==> src/rtl/decode_stage.sv <==
// decode_stage: registered RV32/RV64 instruction decode with valid/ready
// handshakes, a one-entry skid buffer behind the output register, and a saturating illegal count.
module decode_stage #(
    parameter int XLEN  = 32,
    parameter int CNT_W = 16
) (
    input  logic             clk,
    input  logic             rst,
    input  logic             flush,
    input  logic             in_valid,
    output logic             in_ready,
    input  logic [31:0]      in_instr,
    input  logic [XLEN-1:0]  in_pc,
    output logic             out_valid,
    input  logic             out_ready,
    output logic [8:0]       out_type,
    output logic             out_illegal,
    output logic [XLEN-1:0]  out_imm,
    output logic [4:0]       out_rd,
    output logic [4:0]       out_rs1,
    output logic [4:0]       out_rs2,
    output logic [2:0]       out_funct3,
    output logic [6:0]       out_funct7,
    output logic [XLEN-1:0]  out_pc,
    output logic [CNT_W-1:0] illegal_count
);
    typedef struct packed {
        logic [8:0]      typ;
        logic            illegal;
        logic [XLEN-1:0] imm;
        logic [4:0]      rd;
        logic [4:0]      rs1;
        logic [4:0]      rs2;
        logic [2:0]      funct3;
        logic [6:0]      funct7;
        logic [XLEN-1:0] pc;
    } bundle_t;

    bundle_t          dec, out_q, out_d, skid_q, skid_d;
    logic             out_valid_q, out_valid_d, skid_valid_q, skid_valid_d;
    logic [CNT_W-1:0] cnt_q, cnt_d;
    logic [6:0]       op;
    logic [8:0]       t;
    logic             drain, acc;

    always_comb begin
        op = in_instr[6:0];
        t = {op == 7'b1101111, op == 7'b0110111, op == 7'b0010111,
             op == 7'b1100011, op == 7'b0100011, op == 7'b1100111,
             op == 7'b0000011, op == 7'b0010011, op == 7'b0110011};
        dec         = '0;
        dec.typ     = t;
        dec.illegal = ~|t;
        // every immediate format is sign-extended from instr[31]
        dec.imm     = |t[3:1] ? XLEN'($signed(in_instr[31:20]))
                    : t[4]    ? XLEN'($signed({in_instr[31:25], in_instr[11:7]}))
                    : t[5]    ? XLEN'($signed({in_instr[31], in_instr[7], in_instr[30:25], in_instr[11:8], 1'b0}))
                    : |t[7:6] ? XLEN'($signed({in_instr[31:12], 12'b0}))
                    : t[8]    ? XLEN'($signed({in_instr[31], in_instr[19:12], in_instr[20], in_instr[30:21], 1'b0}))
                    : '0;
        dec.rd      = in_instr[11:7];
        dec.rs1     = in_instr[19:15];
        dec.rs2     = in_instr[24:20];
        dec.funct3  = in_instr[14:12];
        dec.funct7  = in_instr[31:25];
        dec.pc      = in_pc;
    end

    always_comb begin
        drain        = !out_valid_q || out_ready;
        acc          = in_valid && !skid_valid_q && !flush;
        out_valid_d  = !flush && (drain ? (skid_valid_q || acc) : 1'b1);
        out_d        = drain && skid_valid_q ? skid_q : drain && acc ? dec : out_q;
        skid_valid_d = !flush && !drain && (skid_valid_q || acc);
        skid_d       = !drain && acc ? dec : skid_q;
        cnt_d        = acc && dec.illegal && !(&cnt_q) ? cnt_q + CNT_W'(1) : cnt_q;
    end

    always_ff @(posedge clk) begin
        if (rst) begin
            out_valid_q  <= 1'b0;
            skid_valid_q <= 1'b0;
            out_q        <= '0;
            skid_q       <= '0;
            cnt_q        <= '0;
        end else begin
            out_valid_q  <= out_valid_d;
            skid_valid_q <= skid_valid_d;
            out_q        <= out_d;
            skid_q       <= skid_d;
            cnt_q        <= cnt_d;
        end
    end

    assign in_ready      = !skid_valid_q;
    assign out_valid     = out_valid_q;
    assign out_type      = out_q.typ;
    assign out_illegal   = out_q.illegal;
    assign out_imm       = out_q.imm;
    assign out_rd        = out_q.rd;
    assign out_rs1       = out_q.rs1;
    assign out_rs2       = out_q.rs2;
    assign out_funct3    = out_q.funct3;
    assign out_funct7    = out_q.funct7;
    assign out_pc        = out_q.pc;
    assign illegal_count = cnt_q;
endmodule
==> config.mk <==
export PLATFORM = sky130hd
export DESIGN_NAME = decode_stage
export DESIGN_NICKNAME = d
export VERILOG_FILES = /design/src/rtl/decode_stage.sv
export SDC_FILE = /design/constraint.sdc
export NUM_CORES = 1
export LEC_CHECK = 0
export CORE_AREA = 4 4 163 165
export CTS_CLUSTER_DIAMETER = 120
export DETAILED_ROUTE_END_ITERATION = 10
export DIE_AREA = 0 0 167 169
export PLACE_DENSITY = 0.68
export SLEW_MARGIN = 20
export SYNTH_ARGS = -nofsm -noshare
export SYNTH_HDL_FRONTEND = slang
export SYNTH_SLANG_ARGS = --single-unit
==> constraint.sdc <==
create_clock -name clk -period 2.3 [get_ports clk]
set_clock_uncertainty 0.15 [all_clocks]
set_input_delay 0.46 -clock clk [delete_from_list [all_inputs] [get_ports clk]]
set_output_delay 0.46 -clock clk [all_outputs]
set_load 0.02 [all_outputs]
# After elaboration in Yosys (flattened, before gate mapping)
# Cells that the tools add are included.
classes:
  add_sub_neg: 1
  muxes: 8
  n_eq_ne: 9
  n_reduce_logical: 23
ops:
  columns: ["op", "count"]
  rows:
  - ["$mux 99", 2]
  - ["$mux 32", 5]
  - ["$eq 7x6->1 const B", 3]
  - ["$eq 7x7->1 const B", 3]
  - ["$add 16x1->16 const B", 1]
  - ["$reduce_and 16->1", 1]
  - ["$eq 7x5->1 const B", 2]
  - ["$logic_and 1x1->1", 10]
  - ["$reduce_or 9->1", 1]
  - ["$eq 7x2->1 const B", 1]
  - ["$logic_not 1->1", 6]
  - ["$reduce_or 3->1", 1]
  - ["$logic_or 1x1->1", 2]
  - ["$reduce_bool 2->1", 1]
  - ["$reduce_or 2->1", 1]
  - ["$mux 1", 1]
totals:
  input_bits: 69
  out_inout_bits: 117
  ff_bits: 216

# Depth between registers and ports, before layout
logic_depth:
  ltp_word: 8
  depth_mapped: 8
  depth_no_buf: 5

# Worst setup path after synthesis
# OpenSTA, ideal clock, no wires.
synth_path:
  path_kind: "input port to flip-flop"
  startpoint: "in in_instr[5]"
  endpoint: "reg out_q (netlist bit out_imm[21])"
  setup_slack_ns: 0.244
  n_path_buf: 2
  t_required_ns: 2.055
  stages: 7
  arrival_time_ns: 1.811
  cell_sequence: "buf_2 > nand2b_1 > or3_1 > o31ai_1 > a21oi_1 > buf_2 > a221oi_1"
synth_between:
  elab_chain_cells: 8
  elab_cells_between_ends: 17
  classes_between: "eq/ne: 8; mux: 7; reduce/logical: 2"
synth_lines:
  columns: ["element", "line", "text"]
  rows:
  - ["start, declared", "12", "input logic [31:0] in_instr,"]
  - ["$eq 7x7->1, or another cell as far along", "48", "t = {op == 7'b1101111, op == 7'b0110111, op == 7'b0010111,"]
  - ["$mux 32 or $reduce_or 2->1 (tied branches)", "59, 58", null]
  - ["$mux 32", "58", ": |t[7:6] ? XLEN'($signed({in_instr[31:12], 12'b0}))"]
  - ["$mux 32", "57", ": t[5] ? XLEN'($signed({in_instr[31], in_instr[7], in_instr[30:25], in_instr[11:8], 1'b0}))"]
  - ["$mux 32", "56", ": t[4] ? XLEN'($signed({in_instr[31:25], in_instr[11:7]}))"]
  - ["$mux 32 (*)", "55", "dec.imm = |t[3:1] ? XLEN'($signed(in_instr[31:20]))"]
  - ["$mux 99 (*) (2 in a row)", "73", "out_d = drain && skid_valid_q ? skid_q : drain && acc ? dec : out_q;"]
  - ["end signal, assigned", "89", "out_q <= out_d;"]
  - ["end, declared", "39", "bundle_t dec, out_q, out_d, skid_q, skid_d;"]
# Mark *: on every way between the ends. The rest lies on a longest branch, timed or not. The select of a mux whose other input is x is not followed.
# A chain may end at the register's enable or synchronous reset.

# Worst setup path in the final report
layout_path:
  startpoint: "reg cnt_q[15], in the netlist illegal_count[15]"
  endpoint: "out illegal_count[15]"
layout_rtl:
  columns: ["element", "line", "text"]
  rows:
  - ["start, declared", "41", "logic [CNT_W-1:0] cnt_q, cnt_d;"]
  - ["start signal, assigned", "91", "cnt_q <= cnt_d;"]
  - ["end, declared", "25", "output logic [CNT_W-1:0] illegal_count"]
# No word-level cell between the ends.

==> results.yml <==
grt:
  grt_most_used_layer: "met2"
  grt_pass1_vias: 8393
  grt_overflow: 0
  grt_max_degree: 71
  grt_pass1_wl_um: 45200
  antenna_found_initial: 0
  grt_use_met1_pct: 26.3
  use_met2_pct: 30.6
  met3_usage_pct: 4.62
  track_usage_pct: 19.2
sta:
  worst_slew_pin_slew_ns: 0.670
  rsz0062_at_grt: "no"
  setup_violations: 0
  finalMaxSlewViolations: 0
  setup_slack_ns: 0.0836
  min_period_ns: 2.22
  finalHoldViolCount: 0
  hold_ws_ns: 0.0769
  fmaxAchievable_mhz: 451
  slew_headroom_pct: 55.1
  period_share_pct: 96.4
floorplan:
  rows: 58
  io-pin-count: 186
  die_h_um: 169
  fp.dieArea_sq_um: 28200
  die_w_um: 167
  coreArea_sq_um: 25000
  initial_core_util_pct: 34.8
drt:
  num_vias: 8762
  dr.first_iter.drc_count: 876
  routed_wl_um: 28500
  first_pass_iters: 5
  viasPerCell: 5.40
  antenna_left: 0
  drcViolationCount: 0
  routedWlPerCell_um: 17.6
pwr:
  p_switching_mw: 2.10
  pwr-share-seq_pct: 42.0
  peakVddDrop_v: 0.000493
  swShare_pct: 22.7
  leakagePower_nw: 4.27
  total_power_mw: 9.26
  p_int_mw: 7.16
  p_comb_share_pct: 9.7
  p_per_area_nw_per_um2: 742
  clockPowerShare_pct: 48.3
synth:
  syn_inst: 1063
  synth_most_common_cell: "nand2_1"
  synth_area_leaders: "dfxtp_1 (50%), a21oi_1 (11%), nand2_1 (11%)"
  async_flop_share_pct: 0
  synth_common_cells: "nand2_1 (251), dfxtp_1 (216), a21oi_1 (192), clkbuf_1 (81), o221ai_1 (63)"
  postSynthRegisterBits: 216
  avgSynthCellArea_sq_um: 8.20
  synth_top_flop_cell: "dfxtp_1"
  yosysTopAreaCell: "dfxtp_1"
  yosysTopAreaCellShare_pct: 49.6
  yosys.cell_types.count: 54
  mappedNetlistNets: 1133
  synth_edf_count: 0
  yosys_warnings: 0
  yosysSeqAreaShare_pct: 49.6
  syn_area_sq_um: 8720
outcome:
  status: "completed"
worst_setup_path:
  critical-path-top-delay-family: "buffers and inverters"
  cp_num_buf_inv: 1
  crit_type: "flop to output pin"
  start_kind: "flop"
  critPathRequiredTime_ns: 1.69
  slowest_stage: "clkdlybuf4s50_1"
  crit_chain: "clkdlybuf4s50_1"
  cpPeakStageDelay_ns: 0.65
  cp_max_fo: 7
  worstPathArrival_ns: 1.61
  cp-end-kind: "output pin"
  rrSetupSlack_ns: 0.36
min_path:
  hold_class: "input port to flop"
placed_design:
  io_buffers: 185
  dp_hpwl_um: 19500
  gp_congestion: 0.829
  pre_cts_ws_ns: -0.305
clock_tree:
  htreeDepth: 1
  clk_pin_slew_ns: 0.06
  cts_sinks: 216
  hold_buffers: 0
  cts-root-buf: "clkbuf_16"
  numCtsBuffers: 25
  clockBufferDepth: 3
  cts_tree: "done"
  clkLatencyLatePin_ns: 0.52
final_layout:
  n_antenna_cell: 0
  final_nets: 1346
  drive_above_1_share_pct: 11.7
  area_growth_pct: 43.2
run:
  drv_cap: 0
==> layout by cell type (no fill, tap or decap), drive strengths merged, types with 14 or more instances in the layout <==
cell	netlist	routed
nand2	251	251
dfxtp	216	216
a21oi	192	192
clkdlybuf4s50	0	182
buf	12	95
o221ai	64	64
o21ai	57	57
clkbuf	81	29
nor2	22	22
a221oi	20	20
nand3	18	18
o31ai	14	14
==> worst paths after layout <==
path,start,endpoint,cells past startpoint
max,illegal_count[15],illegal_count[15],1
min,rst,skid_q[89],2
max reg2reg,illegal_count[3],illegal_count[11],6
min reg2reg,out_funct7[3],out_funct7[3],2
==> repair_timing <==
item | in CTS | in global routing
pin swaps | 0 | 0
cloned | 0 | 0
setup buffers | 0 | 0
gates resized for setup | 1 | 1
setup endpoints to repair | 1 | 1
==> metrics by stage <==
| step | TNS [ns] | util [%] | instances | instance area, sq um |
|---|---|---|---|---|
| after floorplan | 0 | - | 1063 | 8720 |
| after global placement | -15.12 | 46.2 | 1579 | 11600 |
| after detailed placement | -24.52 | 46.2 | 1579 | 11600 |
| after CTS | 0 | 49.8 | 1622 | 12500 |
| after global routing | 0 | 49.9 | 1622 | 12500 |
| final | 0 | 49.9 | 1622 | 12500 |
==> flip-flops by register name (all words and copies together), names as in the netlist <==
name           flops
illegal_count     16
out_funct3         3
out_funct7         7
out_illegal        1
out_imm           32
out_pc            32
out_rd             5
out_rs1            5
out_rs2            5
out_type           9
out_valid          1
skid_q            99
skid_valid_q       1
==> kinds of logic (layout without fill, tap and decap cells) <==
group | after synthesis | after routing | synth area share (%)
compound gates | 383 | 383 | 27.7
simple gates | 356 | 356 | 17.7
flops | 216 | 216 | 49.6
buf+inv | 105 | 334 | 4.64
fa+ha+maj | 1 | 1 | 0.144
xor+xnor | 1 | 1 | 0.101
mux | 1 | 1 | 0.115
==> layer usage <==
metal / up-vias / wire length [um]
met5: - / 0
met4: 0 / 689
met3: 54 / 2110
met2: 290 / 13100
met1: 4162 / 12600
li1: 4256 / -
==> final cells by class <==
| type | instances | area, sq um |
|---|---|---|
| flip-flops and latches | 216 | 4320 |
| repair buffers | 279 | 2750 |
| multi-input cells | 742 | 4030 |
| clock buffers | 29 | 651 |
| fillers | 2333 | 12600 |
| well taps | 330 | 413 |
| clock inverters | 14 | 274 |
| inverters | 12 | 45.0 |
==> power groups by stage <==
| stage | clock network [mW] | logic, mW | registers [mW] |
|---|---|---|---|
| floorplan | 0 | 0.297 | 4.05 |
| global placement | 0 | 0.888 | 3.97 |
| detailed placement | 0 | 0.895 | 3.97 |
| CTS | 4.57 | 0.897 | 3.89 |
| global route | 4.72 | 0.960 | 3.90 |
| finish | 4.48 | 0.895 | 3.89 |
Power figures use the tool's default switching activity.
==> RTL edit 1 (config.mk and constraints unchanged) <==
Put one more register stage on the output `illegal_count`, with the module's reset. The value now appears one clock later. The other outputs are not delayed to match.
--- a/src/rtl/decode_stage.sv
+++ b/src/rtl/decode_stage.sv
@@ -104,4 +104,10 @@
     assign out_funct7    = out_q.funct7;
     assign out_pc        = out_q.pc;
-    assign illegal_count = cnt_q;
+    always_ff @(posedge clk) begin
+        if (rst) begin
+            illegal_count <= '0;
+        end else begin
+            illegal_count <= cnt_q;
+        end
+    end
 endmodule
Function: changed (Yosys sat finds a counterexample within 4 cycles, from zero or initial values and one cycle with rst high).
==> RTL edit 1 against the unedited design <==
  * Sequential cell count is 16 higher
  * Wire length shrank 1.7%
  * Count of clock-buffer cells in the layout is 10 higher
  * Cell area increased by 2.6%
  * Highest routed layer unchanged
  * Die area stayed put
  * Register-to-register slack got worse by 90 ps
  * Combinational power shrank 0.6%
  * Largest power group is now sequential cells
  * Area after synthesis up 6.9%
  * Total power down 2.4%
  * Setup slack improved by 2.8 ps
  * Cell count grew 1.6%
==> RTL edit 1: results (changes against the unedited design) <==
initial antenna violation count - 0 (unchanged)
Clock Path Buffers - 3 (unchanged)
maximum vdd ir drop - 450.8 uV (-8.6%)
met1 wire length - 12670 um (+0.40%)
Post-layout nets - 1369 (+1.7%)
Detailed Place HPWL - 18910 um (-2.8%)
CP max stage delay - 360 ps (-290 ps)
vias in the first global route - 8380 (-0.15%)
ys async rst share - 0% (unchanged)
Netlist cell types - 64 (+19%)
post-CTS sizing - 2 (+1)
Filler Cells Inserted - 2363 (+1.3%)
WL per Instance - 16.99 um (-3.2%)
global-route wire length before repair - 44990 um (-0.38%)
commonest cells in the netlist - 250 x nand2_1, 232 x dfxtp_1, 175 x a21oi_1
Skew-Pair Late Insertion Delay - 520 ps (about the same)
via count - 8805 (+0.49%)
share of layout cells above drive strength 1 - 10.24% (-1.4 points)
1st-iter DRT viols - 638 (-27%)
sequential area share after synthesis - 49.85% (+0.24 points)
worst hold path class - primary input to register
CTS Root Buffer Type - clkbuf_16
met3 wire length - 2249 um (+6.4%)
Syn Nets - 1183 (+4.4%)
delay-heaviest family, CP - buffers and inverters
Worst-path clk slew - 60 ps (about the same)
Ys Warns - 0 (unchanged)
Most flops, register - skid_q
ant diodes - 0 (unchanged)
status - finished, final reports clean
top cells by area, synth - dfxtp_1 50%, nand2_1 10%, a21oi_1 9.4%
number of CTS-inserted buffers - 26 (+4.0%)
ys flop type - dfxtp_1
GRT Overall Usage - 18.97% (-0.23 points)
LEAKAGE - 4.341 nW (+1.6%)
gpl congestion - 0.8560 (+3.2%)
Post-CTS Setup Inserts - 0 (unchanged)
DP Worst Slack - -567.2 ps (-262.3 ps)
Crit-path slowest cell - dlygate4sd2_1
Largest register FFs - 99 (unchanged)
DR WL met2 - 12330 um (-5.6%)
slew margin rel. - 49.59% (-5.6 points)
top layer in use - met4
crit-path max FO - 19 (+12)
largest net degree at the start of global routing - 80 (+13%)
M3 GR Usage - 4.974% (+0.35 points)
TritonRoute pass-1 iters - 5 (unchanged)
WP data arrival - 1600 ps
Synth Instances - 1113 (+4.7%)
met2 GRT Util - 29.52% (-1.1 points)
met1 usage - 25.92% (-0.34 points)
H-Tree Depth - 1 (unchanged)
PortBufs - 185 (unchanged)
Finished Layout Cells - 1648 (+1.6%)
-- RTL edit 1: changes by cell type after synthesis, moves of 6 or more --
cell	change
nor2_1	+39
o21ai_0	-36
a211oi_1	+24
a21oi_1	-17
dfxtp_1	+16
nor2b_1	+15
mux2_2	+9
nand3_1	+9
o31ai_1	-8
a221oi_1	-7
clkbuf_1	-7
or3_1	-7
buf_2	+6
-- RTL edit 1: final cells by class --
class,instances,share of cell area [%]
repair buffers,253,20.49
well taps,330,3.223
flip-flops and latches,232,36.25
clock buffers,39,5.781
multi-input cells,779,33.52
inverters,7,0.2051
clock inverters,8,0.5371
-- RTL edit 1: path summary, 6_finish.rpt --
path,from,endpoint,slack (ps),depth (start not counted)
setup / recovery,skid_valid_q,in_ready,90,3
setup reg to reg,cnt_q[7],cnt_q[0],270,5
hold / removal,rst,illegal_count[12],170,2
hold reg to reg,skid_q[61],skid_q[61],300,2
-- RTL edit 1: through the flow --
step           TNS, ps  cell area, um^2  hold WS, ps
2_1_floorplan        0             9316        276.8
3_3_place_gp    -35420            12000        282.9
3_5_place_dp    -37610            12000        288.5
4_1_cts              0            12810        151.3
5_1_grt              0            12810        166.2
6_report             0            12810        171.5
-- RTL edit 1: worst reg2reg max path, cell delays in order (launching register included) --
cell and delay (ps):
dfxtp_1 390, and4_1 320, nand4_4 180, nor4_4 470, nor2_1 130, mux2_2 280
-- RTL edit 1: power breakdown --
group / switching (mW) / internal (mW)
Combinational: 0.479 / 0.411
Clock: 1.65 / 2.33
Sequential: 0.0551 / 4.11
Total: 2.18 / 6.86
-- RTL edit 1: kinds of logic after synthesis --
kind of cell	share of synthesized area (%)
DFF	49.85
and+or+nand+nor	20.82
muxes	1.424
adders and majority gates	0.1343
buffers and inverters	4.499
AOI/OAI and AO/OA	23.27
==> RTL edit 2 (same flow settings) <==
Without the edit above. Set the parameter `XLEN` to 64 (it was 32).
--- a/src/rtl/decode_stage.sv
+++ b/src/rtl/decode_stage.sv
@@ -2,5 +2,5 @@
 // handshakes, a one-entry skid buffer behind the output register, and a saturating illegal count.
 module decode_stage #(
-    parameter int XLEN  = 32,
+    parameter int XLEN  = 64,
     parameter int CNT_W = 16
 ) (
Interface: changed (resized in_pc, out_imm and out_pc); port bits go from 186 to 282. No check against the original RTL was run, so the function may have changed too.
==> RTL edit 2 against the unedited design <==
  * Fmax shrank 0.93%
  * Combinational power grew 44%
  * Core utilization grew 15 points
  * Clock power grew 4.5%
  * Setup slack lost 21 ps
  * Total power grew 19%
  * Area after synthesis grew 32%
  * Cell area grew 29%
  * Wire length grew 27%
  * Global-route usage grew 5.3 points
  * Sequential cell count grew 64
==> RTL edit 2: results (changes against the unedited design) <==
status - finished, final reports clean
global-route wire length before repair - 58130 um (+29%)
via count - 11279 (+29%)
Most flops, register - skid_q
Clock Path Buffers - 3 (unchanged)
crit-path max FO - 6 (-1)
commonest cells in the netlist - 353 x nand2_1, 280 x dfxtp_1, 222 x a21oi_1
1st-iter DRT viols - 1008 (+15%)
initial antenna violation count - 0 (unchanged)
WL per Instance - 18.08 um (+2.9%)
LEAKAGE - 5.625 nW (+32%)
Worst R2R Path Depth - 7 (+1)
Yosys top cell by area - dfxtp_1
slew margin rel. - 56.87% (+1.7 points)
Post-Synthesis Cell Area - 11490 um^2 (+32%)
Syn Nets - 1477 (+30%)
Skew-Pair Late Insertion Delay - 550 ps (+30 ps)
Largest register FFs - 131 (+32%)
Netlist cell types - 57 (+5.6%)
share of layout cells above drive strength 1 - 12.14% (+0.45 points)
sequential area share after synthesis - 48.79% (-0.83 points)
WP data arrival - 1630 ps (+20 ps)
Worst-path clk slew - 60 ps (about the same)
CP max stage delay - 650 ps (about the same)
number of CTS-inserted buffers - 30 (+20%)
PortBufs - 281 (+52%)
largest net degree at the start of global routing - 131 (+85%)
top cells by area, synth - dfxtp_1 49%, nand2_1 12%, a21oi_1 9.7%
gpl congestion - 0.8927 (+7.7%)
Detailed Place HPWL - 24710 um (+27%)
worst hold path class - primary input to register
GRT Overall Usage - 24.51% (+5.3 points)
maximum vdd ir drop - 613.4 uV (+24%)
Post-layout nets - 1752 (+30%)
CTS Root Buffer Type - clkbuf_16
Ys Warns - 0 (unchanged)
sw frac - 24.45% (+1.8 points)
-- RTL edit 2: power by group through the flow --
stage | registers [mW] | logic, mW | clock network (mW)
floorplan | 5.27 | 0.492 | 0
global placement | 5.15 | 1.31 | 0
detailed placement | 5.15 | 1.32 | 0
CTS | 5.04 | 1.30 | 4.77
global route | 5.06 | 1.38 | 5.00
finish | 5.04 | 1.29 | 4.68
-- RTL edit 2: final timing paths --
path / startpoint / slack (ps) / endpoint
setup reg to reg: illegal_count[0] / 250 / illegal_count[11]
hold / removal: rst / 200 / illegal_count[3]
setup / recovery: illegal_count[12] / 60 / illegal_count[12]
hold reg to reg: out_pc[41] / 300 / out_pc[41]
-- RTL edit 2: cells by family after synthesis --
family / share of synthesized area (%)
buf+inv: 7.144
fa+ha+maj: 0.1089
flops: 48.79
mux: 0.5771
simple gates: 17.33
compound gates: 26.06
-- RTL edit 2: per-stage QoR --
step	area (um^2)	power (mW)	instances	worst slack (ps)	util [%]
2_1_floorplan	11490	5.763	1375	269.0	-
3_3_place_gp	15180	6.458	1948	-314.2	60.65
3_5_place_dp	15180	6.469	1948	-361.0	60.65
4_1_cts	16110	11.11	2002	21.93	64.34
5_1_grt	16120	11.44	2002	0.6980	64.37
6_report	16120	11.02	2002	62.71	64.37
-- RTL edit 2: what timing repair did --
| item | 4_1_cts | 5_1_grt |
|---|---|---|
| endpoints found under the setup margin | 34 | 3 |
| hold buffers | 0 | 0 |
| gates resized for setup | 34 | 3 |
| pin swaps | 0 | 0 |
| cloned | 0 | 0 |
-- RTL edit 2: layer usage --
metal	wire (um)	track usage (%)	vias to the layer above
li1	-	-	5400
met1	15650	32.56	5424
met2	16700	39.71	383
met3	2628	5.465	72
met4	1218	8.289	0
met5	0	0	-
-- RTL edit 2: area by class of cell --
class / count / area (um^2)
tap: 330 / 412.9
clock inverter: 13 / 92.59
multi-input combinational: 931 / 5100
sequential: 280 / 5605
clock buffer: 41 / 873.3
inverter: 10 / 40.04
fill: 2137 / 8921
timing repair buffer: 397 / 3991
